`src/rtl/division_sequencer.sv`:
```
// division_sequencer: sequences the calculator divide operation.
// Captures dividend and divisor from successive op_div pulses, then on
// op_quot/op_rem runs a WIDTH-cycle unsigned restoring division and presents
// the selected quotient or remainder. All outputs are registered.
//
// Ports:
//   clk_27mhz    - system clock, rising edge
//   reset        - synchronous active-high reset
//   op_div       - pulse: capture entry_value as next operand
//   op_quot      - pulse: compute/show quotient
//   op_rem       - pulse: compute/show remainder
//   op_clear     - pulse: abort and clear everything
//   entry_value  - operand currently keyed in (unsigned)
//   result       - selected quotient or remainder
//   result_valid - result holds a finished value
//   busy         - division iterations in progress
//   div_by_zero  - last computed division had divisor 0
//   stage        - 0 awaiting dividend, 1 awaiting divisor, 2 both captured
module division_sequencer #(
  parameter int unsigned WIDTH = 8
) (
  input  logic             clk_27mhz,
  input  logic             reset,
  input  logic             op_div,
  input  logic             op_quot,
  input  logic             op_rem,
  input  logic             op_clear,
  input  logic [WIDTH-1:0] entry_value,
  output logic [WIDTH-1:0] result,
  output logic             result_valid,
  output logic             busy,
  output logic             div_by_zero,
  output logic [1:0]       stage
);

  localparam int unsigned CW = (WIDTH > 1) ? $clog2(WIDTH) : 1;
  localparam int unsigned PW = WIDTH + 1;

  typedef enum logic [2:0] {
    S_WAIT_A,
    S_WAIT_B,
    S_READY,
    S_DIVIDE,
    S_DONE
  } state_e;

  state_e           state_q, state_d;
  logic [WIDTH-1:0] dividend_q, dividend_d;
  logic [WIDTH-1:0] divisor_q, divisor_d;
  logic [WIDTH-1:0] quot_q, quot_d;
  logic [PW-1:0]    prem_q, prem_d;
  logic [CW-1:0]    cnt_q, cnt_d;
  logic             sel_rem_q, sel_rem_d;
  logic [WIDTH-1:0] result_q, result_d;
  logic             valid_q, valid_d;
  logic             busy_q, busy_d;
  logic             dbz_q, dbz_d;
  logic [1:0]       stage_q, stage_d;

  // One restoring-division step. quot_q doubles as the dividend shift
  // register: its MSB feeds the partial remainder, quotient bits enter at LSB.
  logic [PW-1:0]    shifted;
  logic [PW-1:0]    trial;
  logic             fits;
  logic [PW-1:0]    prem_next;
  logic [WIDTH-1:0] quot_next;

  always_comb begin
    shifted   = PW'({prem_q, quot_q[WIDTH-1]});
    trial     = shifted - {1'b0, divisor_q};
    fits      = (shifted >= {1'b0, divisor_q});
    prem_next = fits ? trial : shifted;
    quot_next = WIDTH'({quot_q, fits});
  end

  // Next-state and output logic
  always_comb begin
    state_d    = state_q;
    dividend_d = dividend_q;
    divisor_d  = divisor_q;
    quot_d     = quot_q;
    prem_d     = prem_q;
    cnt_d      = cnt_q;
    sel_rem_d  = sel_rem_q;
    result_d   = result_q;
    valid_d    = valid_q;
    busy_d     = busy_q;
    dbz_d      = dbz_q;
    stage_d    = stage_q;

    unique case (state_q)
      S_WAIT_A: begin
        if (op_div) begin
          dividend_d = entry_value;
          state_d    = S_WAIT_B;
        end
      end
      S_WAIT_B: begin
        if (op_div) begin
          divisor_d = entry_value;
          state_d   = S_READY;
        end
      end
      S_READY: begin
        // op_div outranks the compute pulses but is itself ignored here
        if (!op_div && (op_quot || op_rem)) begin
          sel_rem_d = !op_quot;
          quot_d    = dividend_q;
          prem_d    = '0;
          cnt_d     = '0;
          busy_d    = 1'b1;
          state_d   = S_DIVIDE;
        end
      end
      S_DIVIDE: begin
        quot_d = quot_next;
        prem_d = prem_next;
        cnt_d  = cnt_q + CW'(1);
        // Final step: publish straight from the step outputs
        if (cnt_q == CW'(WIDTH - 1)) begin
          busy_d   = 1'b0;
          valid_d  = 1'b1;
          dbz_d    = (divisor_q == '0);
          result_d = sel_rem_q ? prem_next[WIDTH-1:0] : quot_next;
          state_d  = S_DONE;
        end
      end
      S_DONE: begin
        if (op_div) begin
          dividend_d = entry_value;
          divisor_d  = '0;
          valid_d    = 1'b0;
          dbz_d      = 1'b0;
          state_d    = S_WAIT_B;
        end else if (op_quot) begin
          sel_rem_d = 1'b0;
          result_d  = quot_q;
        end else if (op_rem) begin
          sel_rem_d = 1'b1;
          result_d  = prem_q[WIDTH-1:0];
        end
      end
      default: state_d = S_WAIT_A;
    endcase

    if (op_clear) begin
      state_d    = S_WAIT_A;
      dividend_d = '0;
      divisor_d  = '0;
      quot_d     = '0;
      prem_d     = '0;
      cnt_d      = '0;
      sel_rem_d  = 1'b0;
      result_d   = '0;
      valid_d    = 1'b0;
      busy_d     = 1'b0;
      dbz_d      = 1'b0;
    end

    unique case (state_d)
      S_WAIT_A: stage_d = 2'd0;
      S_WAIT_B: stage_d = 2'd1;
      default:  stage_d = 2'd2;
    endcase
  end

  // State and output registers
  always_ff @(posedge clk_27mhz) begin
    if (reset) begin
      state_q    <= S_WAIT_A;
      dividend_q <= '0;
      divisor_q  <= '0;
      quot_q     <= '0;
      prem_q     <= '0;
      cnt_q      <= '0;
      sel_rem_q  <= 1'b0;
      result_q   <= '0;
      valid_q    <= 1'b0;
      busy_q     <= 1'b0;
      dbz_q      <= 1'b0;
      stage_q    <= 2'd0;
    end else begin
      state_q    <= state_d;
      dividend_q <= dividend_d;
      divisor_q  <= divisor_d;
      quot_q     <= quot_d;
      prem_q     <= prem_d;
      cnt_q      <= cnt_d;
      sel_rem_q  <= sel_rem_d;
      result_q   <= result_d;
      valid_q    <= valid_d;
      busy_q     <= busy_d;
      dbz_q      <= dbz_d;
      stage_q    <= stage_d;
    end
  end

  assign result       = result_q;
  assign result_valid = valid_q;
  assign busy         = busy_q;
  assign div_by_zero  = dbz_q;
  assign stage        = stage_q;

endmodule

```
`config.mk`:
```
export PLATFORM = sky130hd
export DESIGN_NAME = division_sequencer
export DESIGN_NICKNAME = d
export VERILOG_FILES = /design/src/rtl/division_sequencer.sv
export SDC_FILE = /design/constraint.sdc
export NUM_CORES = 1
export LEC_CHECK = 0
export CAP_MARGIN = 10
export CORE_ASPECT_RATIO = 1.25
export CORE_MARGIN = 2
export CORE_UTILIZATION = 51
export CTS_CLUSTER_SIZE = 14
export DETAILED_ROUTE_END_ITERATION = 8
export GPL_TIMING_DRIVEN = 0
export PLACE_DENSITY = 0.82
export SETUP_SLACK_MARGIN = 0.5
export SKIP_LAST_GASP = 1
export SLEW_MARGIN = 20
export SYNTH_ARGS = -nofsm -noshare
export SYNTH_HDL_FRONTEND = slang
export SYNTH_SLANG_ARGS = --single-unit
```
`constraint.sdc`:
```
create_clock -name clk_27mhz -period 2.2 [get_ports clk_27mhz]
set_clock_uncertainty 0.2 [all_clocks]
set_input_delay 0.44 -clock clk_27mhz [delete_from_list [all_inputs] [get_ports clk_27mhz]]
set_output_delay 0.44 -clock clk_27mhz [all_outputs]
set_load 0.005 [all_outputs]
```
==> results of run 1 <==
stage by stage:
step                      std cells  area [sq um]  worst slack (ns)
after floorplan                 328          2920             0.154
after global placement          415          3250            -0.362
after detailed placement        415          3250            -0.384
after CTS                       457          3840           -0.0205
after global routing            467          4170            -0.187
final                           467          4170            -0.125
final timing paths:
path                                 end                    from  cells past startpoint  slack [ns]
setup reg to reg  result[6]$_SDFFE_PP0P_  quot_q[7]$_SDFFE_PP0P_                     11       -0.13
setup / recovery  result[6]$_SDFFE_PP0P_  quot_q[7]$_SDFFE_PP0P_                     11       -0.13
hold / removal         busy$_SDFFE_PP0P_       busy$_SDFFE_PP0P_                      2        0.27
hold reg to reg        busy$_SDFFE_PP0P_       busy$_SDFFE_PP0P_                      2        0.27
report_power, final:
part / internal [mW] / leakage, nW / switching [mW]
combinational: 0.0900 / 1.12 / 0.0980
sequential: 0.943 / 0.435 / 0.00650
clock: 0.252 / 0.0510 / 0.326
total: 1.29 / 1.60 / 0.430
routing by layer:
| layer | GRT usage (%) | wire [microns] | vias to the layer above |
|---|---|---|---|
| met3 | 3.60 | 557 | 44 |
| met4 | 14.5 | 524 | 0 |
| met2 | 51.9 | 4750 | 176 |
| met1 | 34.1 | 3630 | 1443 |
| met5 | 0 | 0 | - |
| li1 | - | - | 1338 |
cell type report:
cell class / count / area (sq um) / share of cell area [%]
Multi-Input combinational cell: 244 / 2020 / 48.5
Sequential cell: 52 / 1090 / 26.1
Timing Repair Buffer: 69 / 614 / 14.7
Buffer: 21 / 230 / 5.53
Clock buffer: 6 / 82.6 / 1.98
Tap cell: 62 / 77.6 / 1.86
Inverter: 11 / 41.3 / 0.991
Clock inverter: 2 / 10.0 / 0.240
placed cells by master, fill, tap and decap left out, types with 5 or more instances in the layout:
master,n
inv_1,5
mux2i_1,17
a22oi_2,5
buf_6,20
dfxtp_4,5
o21ai_1,7
dfxtp_1,24
a21oi_1,12
dfxtp_2,23
nand2_2,7
nor2_1,39
dlygate4sd2_1,14
clkbuf_8,8
clkdlybuf4s50_1,10
buf_4,32
buf_8,5
a21oi_2,6
nand2_1,29
inv_2,6
ha_4,10
o21ai_0,8
kinds of logic after synthesis:
group                      count (synthesis)  synth area share, %
xor gates and xnor gates                   5                 1.59
DFF                                       52                 37.7
adders and majority gates                 11                 5.26
AOI/OAI and AO/OA                         80                 19.3
muxes                                     25                 9.26
and+or+nand+nor                          123                 21.6
buffers and inverters                     32                 5.22
worst max-delay path: cells and delay by family (launching register included):
kind | cells | cell delay, ns
xor+xnor | 1 | 0.16
flops | 1 | 0.34
buf+inv | 3 | 0.27
fa+ha+maj | 2 | 0.49
mux | 1 | 0.10
compound gates | 4 | 0.67
what timing repair did:
| action | in CTS | in global routing |
|---|---|---|
| pin swaps | 24 | 26 |
| endpoints found under the setup margin | 64 | 50 |
| setup buffers | 34 | 10 |
| gates resized for setup | 95 | 66 |
sequential cells by signal, summed over array words and instances, names as in the netlist, 2 cells and up:
register,cells
cnt_q,3
dividend_q,8
divisor_q,8
prem_q,8
quot_q,8
result,8
stage,2
state_q,3
==> run metrics, run 1 <==
status=finished, violations left; failing checks=setup timing; final setup vio count=8; critical path class=flip-flop to flip-flop; Critical Path Sink Type=flip-flop; largest cells by area after synthesis=dfxtp_1, mux2i_1, nor2_1, nand2_1, ha_1; final net count=about 430; routed wire length=approximately 9500 microns; port bufs=25; cell chain of the critical path=inv_2 -> ha_4 -> inv_2 -> fa_2 -> a21oi_2 -> o211ai_1 -> a21oi_1 -> xnor2_1 -> mux2i_1 -> buf_4 -> a211oi_2; routed vias/inst=about 6.4; yosys warns=0; Post-synth EDFFs=0; total track usage=between 20% and 30%; CP max FO=2; # rows=29; Num CTS Buffers=5; Total Die Area=~6000 sq um; Mapped Area=between 2000 and 3000 sq um; synth cell count leaders=dfxtp_1, nor2_1, nand2_1; Remaining DRCs=0; I/O pins=27; DIE WIDTH=roughly 70 microns; final setup margin=-0.125 ns; ys flop type=dfxtp_1; area growth from synthesis to layout=51.0%; Final Wtd Congestion=approximately 0.87; fill count=roughly 280; CP peak stage delay=0.35 ns; CP dominant cell by count=inv_2; Peak VDD IR=between 400 and 500 uV; CP required=roughly 2.2 ns; RSZ-0062 raised after global routing=yes; Clock Root Buffer=clkbuf_8; vias in the first global route=2867; clk slew on worst S/H paths=~0.1 ns; post-route minimum period=2.33 ns; share of cells above drive strength 1=44.2%; Pins Over Slew Limit=0; post-synthesis cell count=328; top-count cell post-synth=dfxtp_1; Max-Cap Viols=0; CTS sink cnt=52; pwr dens=approximately 400 nW/um^2; via count=3001; hold_ws=0.271 ns; H-Tree Depth=2; fin util=slightly above 80%; total gr overflow=0; leakage power=approximately 1.6 nW; Yosys reg bits=52; Worst Max-Slew Pin Slew=roughly 0.62 ns; CP Launch Type=flip-flop; n_diodes=0; CTS Buffer Depth=2; slew margin rel.=a little under three fifths; setup total negative slack=-0.338 ns; synthesized net count=353; Routed Antenna Nets=0; Starting Density=between 50 and 60%; period utilization=106%; DRT iter0 DRCs=302; hold crit path type=flip-flop to flip-flop; WL per Instance=between 20 and 25 microns; CTS tree=done; Final HPWL DP=~5300 microns; pin count of the biggest net entering global routing=16; Yosys cell types=57; CTS hold repair buffers=0; initial antenna violation count=0; sequential cell area fraction in the yosys report=between 30% and 40%; FMAX=between 400 and 500 MHz; Post-synth ARST share=0%; dominant cell type by area after synthesis=dfxtp_1; syn avg cell area=between 8 and 9 sq um; CP max-delay cell=fa_2; TritonRoute pass-1 iters=5; Placeable Area=5150 sq um; worst skew pair latency=0.31 ns; Arrival @ worst endpoint=between 2 and 2.5 ns; Die Height=86.2 microns; final hold viol count=0; Design Power=~1.7 mW; Synth top area share=37.7%; first-pass GRT wire length=between 10000 and 15000 microns
Power figures use the tool's default switching activity.
==> run 2, diff against run 1 <==
Settings changed: CAP_MARGIN 10 to 15, CORE_MARGIN 2 to 1.5, TNS_END_PERCENT set to 50.
==> run 2 against run 1 <==
Net effect: the flow still finishes with violations (setup timing); sequential share of layout area up 1.7 points; flip-flop and latch count unchanged; count of clock-buffer cells in the layout up 1; hold slack worse by 0.012 ns; via count down 8.2%; critical path depth down 3; non-clock buffer count down 21; global-route usage down 0.57 points; sequential power about the same.
==> run metrics, run 2 (synthesized netlist as in run 1, its figures left out) <==
hold crit path type=flip-flop to flip-flop; Num CTS Buffers=5 (unchanged); clk slew on worst S/H paths=0.10 ns (about the same); port bufs=25 (unchanged); most common cell after layout, fill and taps aside=nor2_1; fin util=74.6% (-6.3 points); status=finished, violations left; Peak VDD IR=496 uV (+14%); Design Power=1.86 mW (+8.1%); final setup vio count=12 (+4); period utilization=102% (-3.5 points); n_diodes=0 (unchanged); Worst Reg-to-Reg Cells=8 (-3); CTS Buffer Depth=2 (unchanged); failing checks=setup timing; CTS tree=done; Die Height=85.2 microns (-1.2%); area growth from synthesis to layout=39.3%; CP Launch Type=flip-flop; fill count=358 (+27%); HP Start=busy$_SDFFE_PP0P_; total track usage=28.4% (-0.57 points); Placeable Area=5150 sq um (unchanged); initial antenna violation count=0 (unchanged); CTS sink cnt=52 (unchanged); slew margin rel.=61.6% (+4.0 points); fin area=3840 sq um (-7.7%); setup total negative slack=-0.288 ns (+0.0499 ns); commonest cells after routing, fill and taps aside=nor2_1, nand2_1, dfxtp_1; I/O pins=27 (unchanged); CP max FO=5 (+3); final setup margin=-0.0484 ns (+0.0767 ns); vias in the first global route=2614 (-8.8%); H-Tree Depth=2 (unchanged); routed vias/inst=6.17 (-3.9%); Place WS=-0.403 ns (-0.0197 ns); Final Wtd Congestion=0.874 (+0.46%); via count=2754 (-8.2%); Final HPWL DP=5250 microns (-0.98%); Min-Delay Endpoint=busy$_SDFFE_PP0P_; setup slack, reg-to-reg=-0.05 ns (+0.08 ns); worst skew pair latency=0.32 ns (about the same); Pins Over Slew Limit=0 (unchanged); TritonRoute pass-1 iters=6 (+1); total gr overflow=0 (unchanged); worst reg2reg path startpoint=prem_q[5]$_SDFFE_PP0P_; Max-Cap Viols=0 (unchanged); pin count of the biggest net entering global routing=16 (unchanged); Routed Antenna Nets=0 (unchanged); DRT iter0 DRCs=277 (-8.3%); share of cells above drive strength 1=31.3% (-13 points); RSZ-0062 raised after global routing=yes; FMAX=445 MHz (+3.4%); CP required=2.20 ns (-0.03 ns); Hold Path Cell Cnt=2 (unchanged); worst reg2reg endpoint=result[1]$_SDFFE_PP0P_; Area after DPL=3240 sq um (-0.42%); first-pass GRT wire length=12600 microns (-9.7%); final net count=408 (-4.9%); Clock Root Buffer=clkbuf_8; Total Die Area=5860 sq um (-2.6%); WL per Instance=17.9 microns (-12%); final hold viol count=0 (unchanged); CTS hold repair buffers=0 (unchanged); # rows=29 (unchanged); Starting Density=53.5% (unchanged); leakage power=1.41 nW (-12%); DIE WIDTH=68.8 microns (-1.4%); pwr dens=483 nW/um^2 (+17%); Critical Path Sink Type=flip-flop; Remaining DRCs=0 (unchanged); Arrival @ worst endpoint=2.25 ns (-0.11 ns); Worst Max-Slew Pin Slew=0.576 ns (-0.0445 ns); routed wire length=7980 microns (-16%); critical path class=flip-flop to flip-flop; post-route minimum period=2.25 ns (-0.0767 ns)
-- run 2: per-stage QoR --
step           cells  hold WS (ns)
5_1_grt          446         0.297
6_report         446         0.260
2_1_floorplan    328         0.247
4_1_cts          442         0.263
3_5_place_dp     415         0.250
3_3_place_gp     415         0.246
-- run 2: how the worst max path moves through the flow --
stage | start | end | slack (ns) | cells after the start
after floorplan | divisor_q[3]$_SDFFE_PP0P_ | result[2]$_SDFFE_PP0P_ | 0.15 | 10
after global placement | op_clear | prem_q[0]$_SDFFE_PP0P_ | -0.38 | 5
after detailed placement | op_clear | prem_q[0]$_SDFFE_PP0P_ | -0.40 | 5
after CTS | divisor_q[3]$_SDFFE_PP0P_ | result[2]$_SDFFE_PP0P_ | -0.003 | 10
after global routing | divisor_q[4]$_SDFFE_PP0P_ | result[1]$_SDFFE_PP0P_ | -0.09 | 10
final | prem_q[5]$_SDFFE_PP0P_ | result[1]$_SDFFE_PP0P_ | -0.05 | 8
-- run 2: final cells by class --
cell class	count	area (sq um)	area share (%)
plain buffers	21	189	4.92
clock buffers	7	96.3	2.51
clock inverters	1	30.0	0.782
inverters	11	41.3	1.07
multi-input cells	244	1890	49.1
flip-flops and latches	52	1070	27.8
well taps	62	77.6	2.02
repair buffers	48	452	11.8
-- run 2: per-layer routing --
| metal | global-route usage [%] | share of wire [%] | wire [microns] |
|---|---|---|---|
| met5 | 0 | 0 | 0 |
| met4 | 11.4 | 2.5 | 196 |
| met3 | 6.37 | 7.0 | 560 |
| met2 | 46.2 | 50 | 3990 |
| met1 | 35.8 | 40 | 3230 |
-- run 2: timing repair --
| action | CTS | global route |
|---|---|---|
| endpoints found under the setup margin | 64 | 65 |
| buffers inserted | 18 | 4 |
| endpoints found under the hold margin | 0 | 0 |
| cloned | 1 | 0 |
| pin swaps | 17 | 13 |
| resized for setup | 37 | 53 |
-- run 2: power by group --
part,switching [mW],internal [mW]
Sequential,0.00541,0.946
Clock,0.329,0.402
Combinational,0.0881,0.0846
-- run 2: critical path, cell delays in order (launching register included) --
cell,delay (ns)
dfxtp_4,0.38
ha_4,0.26
a21o_1,0.16
a211oi_2,0.25
nand2_2,0.11
a31oi_4,0.23
buf_8,0.19
mux2i_4,0.26
o22ai_2,0.09
==> run 3, diff against run 2 <==
Settings changed: PLACE_DENSITY 0.82 to unset, PLACE_DENSITY_LB_ADDON set to 0.05.
==> run 3 against run 2 <==
Net effect: the flow still finishes with violations (setup timing); total power shrank 3.7%; worst setup slack lost 0.0079 ns; global-route usage fell by 1.3 points; count of clock-buffer cells in the layout down 2; die area is the same; wire length decreased by 1.2%; combinational power is essentially flat; non-clock buffer count grew 3; clock power decreased by 9.2%; final cell count grew 0.67%; register-to-register slack hardly changed; sequential power about the same; critical endpoint unchanged; highest routed layer unchanged.
==> run metrics, run 3 (synthesized netlist as in run 1, its figures left out) <==
routed wire length=7890 microns (-1.2%); WL per Instance=17.6 microns (-1.8%); Starting Density=53.5% (unchanged); clk slew on worst S/H paths=0.10 ns (about the same); fill count=389 (+8.7%); Place WS=-0.456 ns (-0.0524 ns); critical path class=flip-flop to flip-flop; Finished Layout Cells=449 (+0.67%); final setup margin=-0.0563 ns (-0.00787 ns); routed vias/inst=5.94 (-3.8%); post-route minimum period=2.26 ns (+0.00786 ns); CTS Buffer Depth=2 (unchanged); CP required=2.20 ns (about the same); total gr overflow=0 (unchanged); CP Launch Type=flip-flop; CP peak stage delay=0.38 ns (about the same); fin area=3860 sq um (+0.36%); initial antenna violation count=0 (unchanged); slew margin rel.=68.6% (+7.0 points); Num CTS Buffers=5 (unchanged); share of cells above drive strength 1=32.6% (+1.3 points); Die Height=85.2 microns (unchanged); total track usage=27.1% (-1.3 points); Min-Delay Endpoint=state_q[1]$_SDFF_PP0_; Critical Path Sink Type=flip-flop; CTS sink cnt=52 (unchanged); Max-Cap Viols=0 (unchanged); RSZ-0062 raised after global routing=yes; I/O pins=27 (unchanged); Remaining DRCs=0 (unchanged); worst reg2reg endpoint=result[1]$_SDFFE_PP0P_; pin count of the biggest net entering global routing=17 (+1); hold_ws=0.256 ns (-0.00399 ns); most common cell after layout, fill and taps aside=nor2_1; DIE WIDTH=68.8 microns (unchanged); Total Die Area=5860 sq um (unchanged); final net count=411 (+0.74%); n_diodes=0 (unchanged); commonest cells after routing, fill and taps aside=nor2_1, nand2_1, dfxtp_1; pwr dens=463 nW/um^2 (-4.1%); leakage power=1.41 nW (-0.21%); failing checks=setup timing; hold crit path type=flip-flop to flip-flop; Arrival @ worst endpoint=2.26 ns (about the same); CP max FO=8 (+3); setup slack, reg-to-reg=-0.06 ns (about the same); Placeable Area=5150 sq um (unchanged); area growth from synthesis to layout=39.8%; # rows=29 (unchanged); period utilization=103% (+0.36 points); Clock Root Buffer=clkbuf_8; cell chain of the critical path=ha_4 -> a21o_1 -> a211oi_2 -> nand2_2 -> a31oi_4 -> buf_12 -> mux2i_2 -> o22ai_1; port bufs=25 (unchanged); CP max-delay cell=dfxtp_4; Final Wtd Congestion=0.836 (-4.3%); first-pass GRT wire length=11800 microns (-6.2%); TritonRoute pass-1 iters=4 (-2); final hold viol count=0 (unchanged); Final HPWL DP=5270 microns (+0.31%); H-Tree Depth=2 (unchanged); via count=2667 (-3.2%); Pins Over Slew Limit=0 (unchanged); DRT iter0 DRCs=258 (-6.9%); Design Power=1.79 mW (-3.7%); Peak VDD IR=392 uV (-21%); Worst Reg-to-Reg Cells=8 (unchanged); FMAX=443 MHz (-0.35%); HP Start=state_q[2]$_SDFF_PP0_; worst skew pair latency=0.31 ns (about the same); worst reg2reg path startpoint=prem_q[5]$_SDFFE_PP0P_; Area after DPL=3240 sq um (unchanged); final setup vio count=10 (-2); placed insts=415 (unchanged); vias in the first global route=2498 (-4.4%); Hold Path Cell Cnt=1 (-1); CTS tree=done; Worst Max-Slew Pin Slew=0.469 ns (-0.107 ns); Routed Antenna Nets=0 (unchanged); status=finished, violations left
## run 3: cell types whose count changed in the layout (fill, tap and decap cells not counted), sizes merged
cell and change:
clkbuf -1, clkinvlp +1, buf +2, clkinv +1
## run 3: through the flow
step / setup TNS, ns / util, %
finish: -0.180 / 74.8
detailed placement: -11.51 / 62.8
floorplan: 0 / -
CTS: 0 / 69.8
global route: -0.395 / 74.8
global placement: -10.28 / 62.8
## run 3: worst max path at each step
stage                                       to                 startpoint  depth (start not counted)
CTS                     result[2]$_SDFFE_PP0P_  divisor_q[3]$_SDFFE_PP0P_                         10
detailed placement  dividend_q[4]$_SDFFE_PP0P_                   op_clear                          6
floorplan               result[2]$_SDFFE_PP0P_  divisor_q[3]$_SDFFE_PP0P_                         10
finish                  result[1]$_SDFFE_PP0P_     prem_q[5]$_SDFFE_PP0P_                          8
global route            prem_q[1]$_SDFFE_PP0P_  divisor_q[4]$_SDFFE_PP0P_                         10
global placement     divisor_q[0]$_SDFFE_PP0P_                   op_clear                          6
## run 3: critical path, delay by kind of cell, from the launching register on
family	cells	cell delay [ns]
compound gates	4	0.74
fa+ha+maj	1	0.25
buf+inv	1	0.18
flops	1	0.38
mux	1	0.28
simple gates	1	0.11
## run 3: timing repair
action | CTS | global route
hold buffers | 0 | 0
resized for setup | 38 | 62
setup endpoints to repair | 64 | 65
cloned | 0 | 1
setup buffers | 15 | 10
pin swaps | 14 | 10
## run 3: routing by layer
metal  global-route usage (%)  share of wire, %
met5                        0                 0
met4                     8.56               1.3
met3                     4.77               4.6
met2                     46.5                52
met1                     33.6                42
## run 3: area by class of cell
cell class	count	area [sq um]	share of cell area, %
Clock inverter	3	42.5	1.10
Multi-Input combinational cell	244	1870	48.5
Inverter	11	41.3	1.07
Clock buffer	5	68.8	1.78
Sequential cell	52	1070	27.9
Tap cell	62	77.6	2.01
Buffer	21	206	5.35
Timing Repair Buffer	51	475	12.3
## run 3: report_power, final
| group | leakage (nW) | switching, mW | internal (mW) |
|---|---|---|---|
| Combinational | 0.923 | 0.0879 | 0.0844 |
| Clock | 0.0541 | 0.327 | 0.337 |
| Sequential | 0.430 | 0.00623 | 0.943 |
| Total | 1.41 | 0.421 | 1.36 |
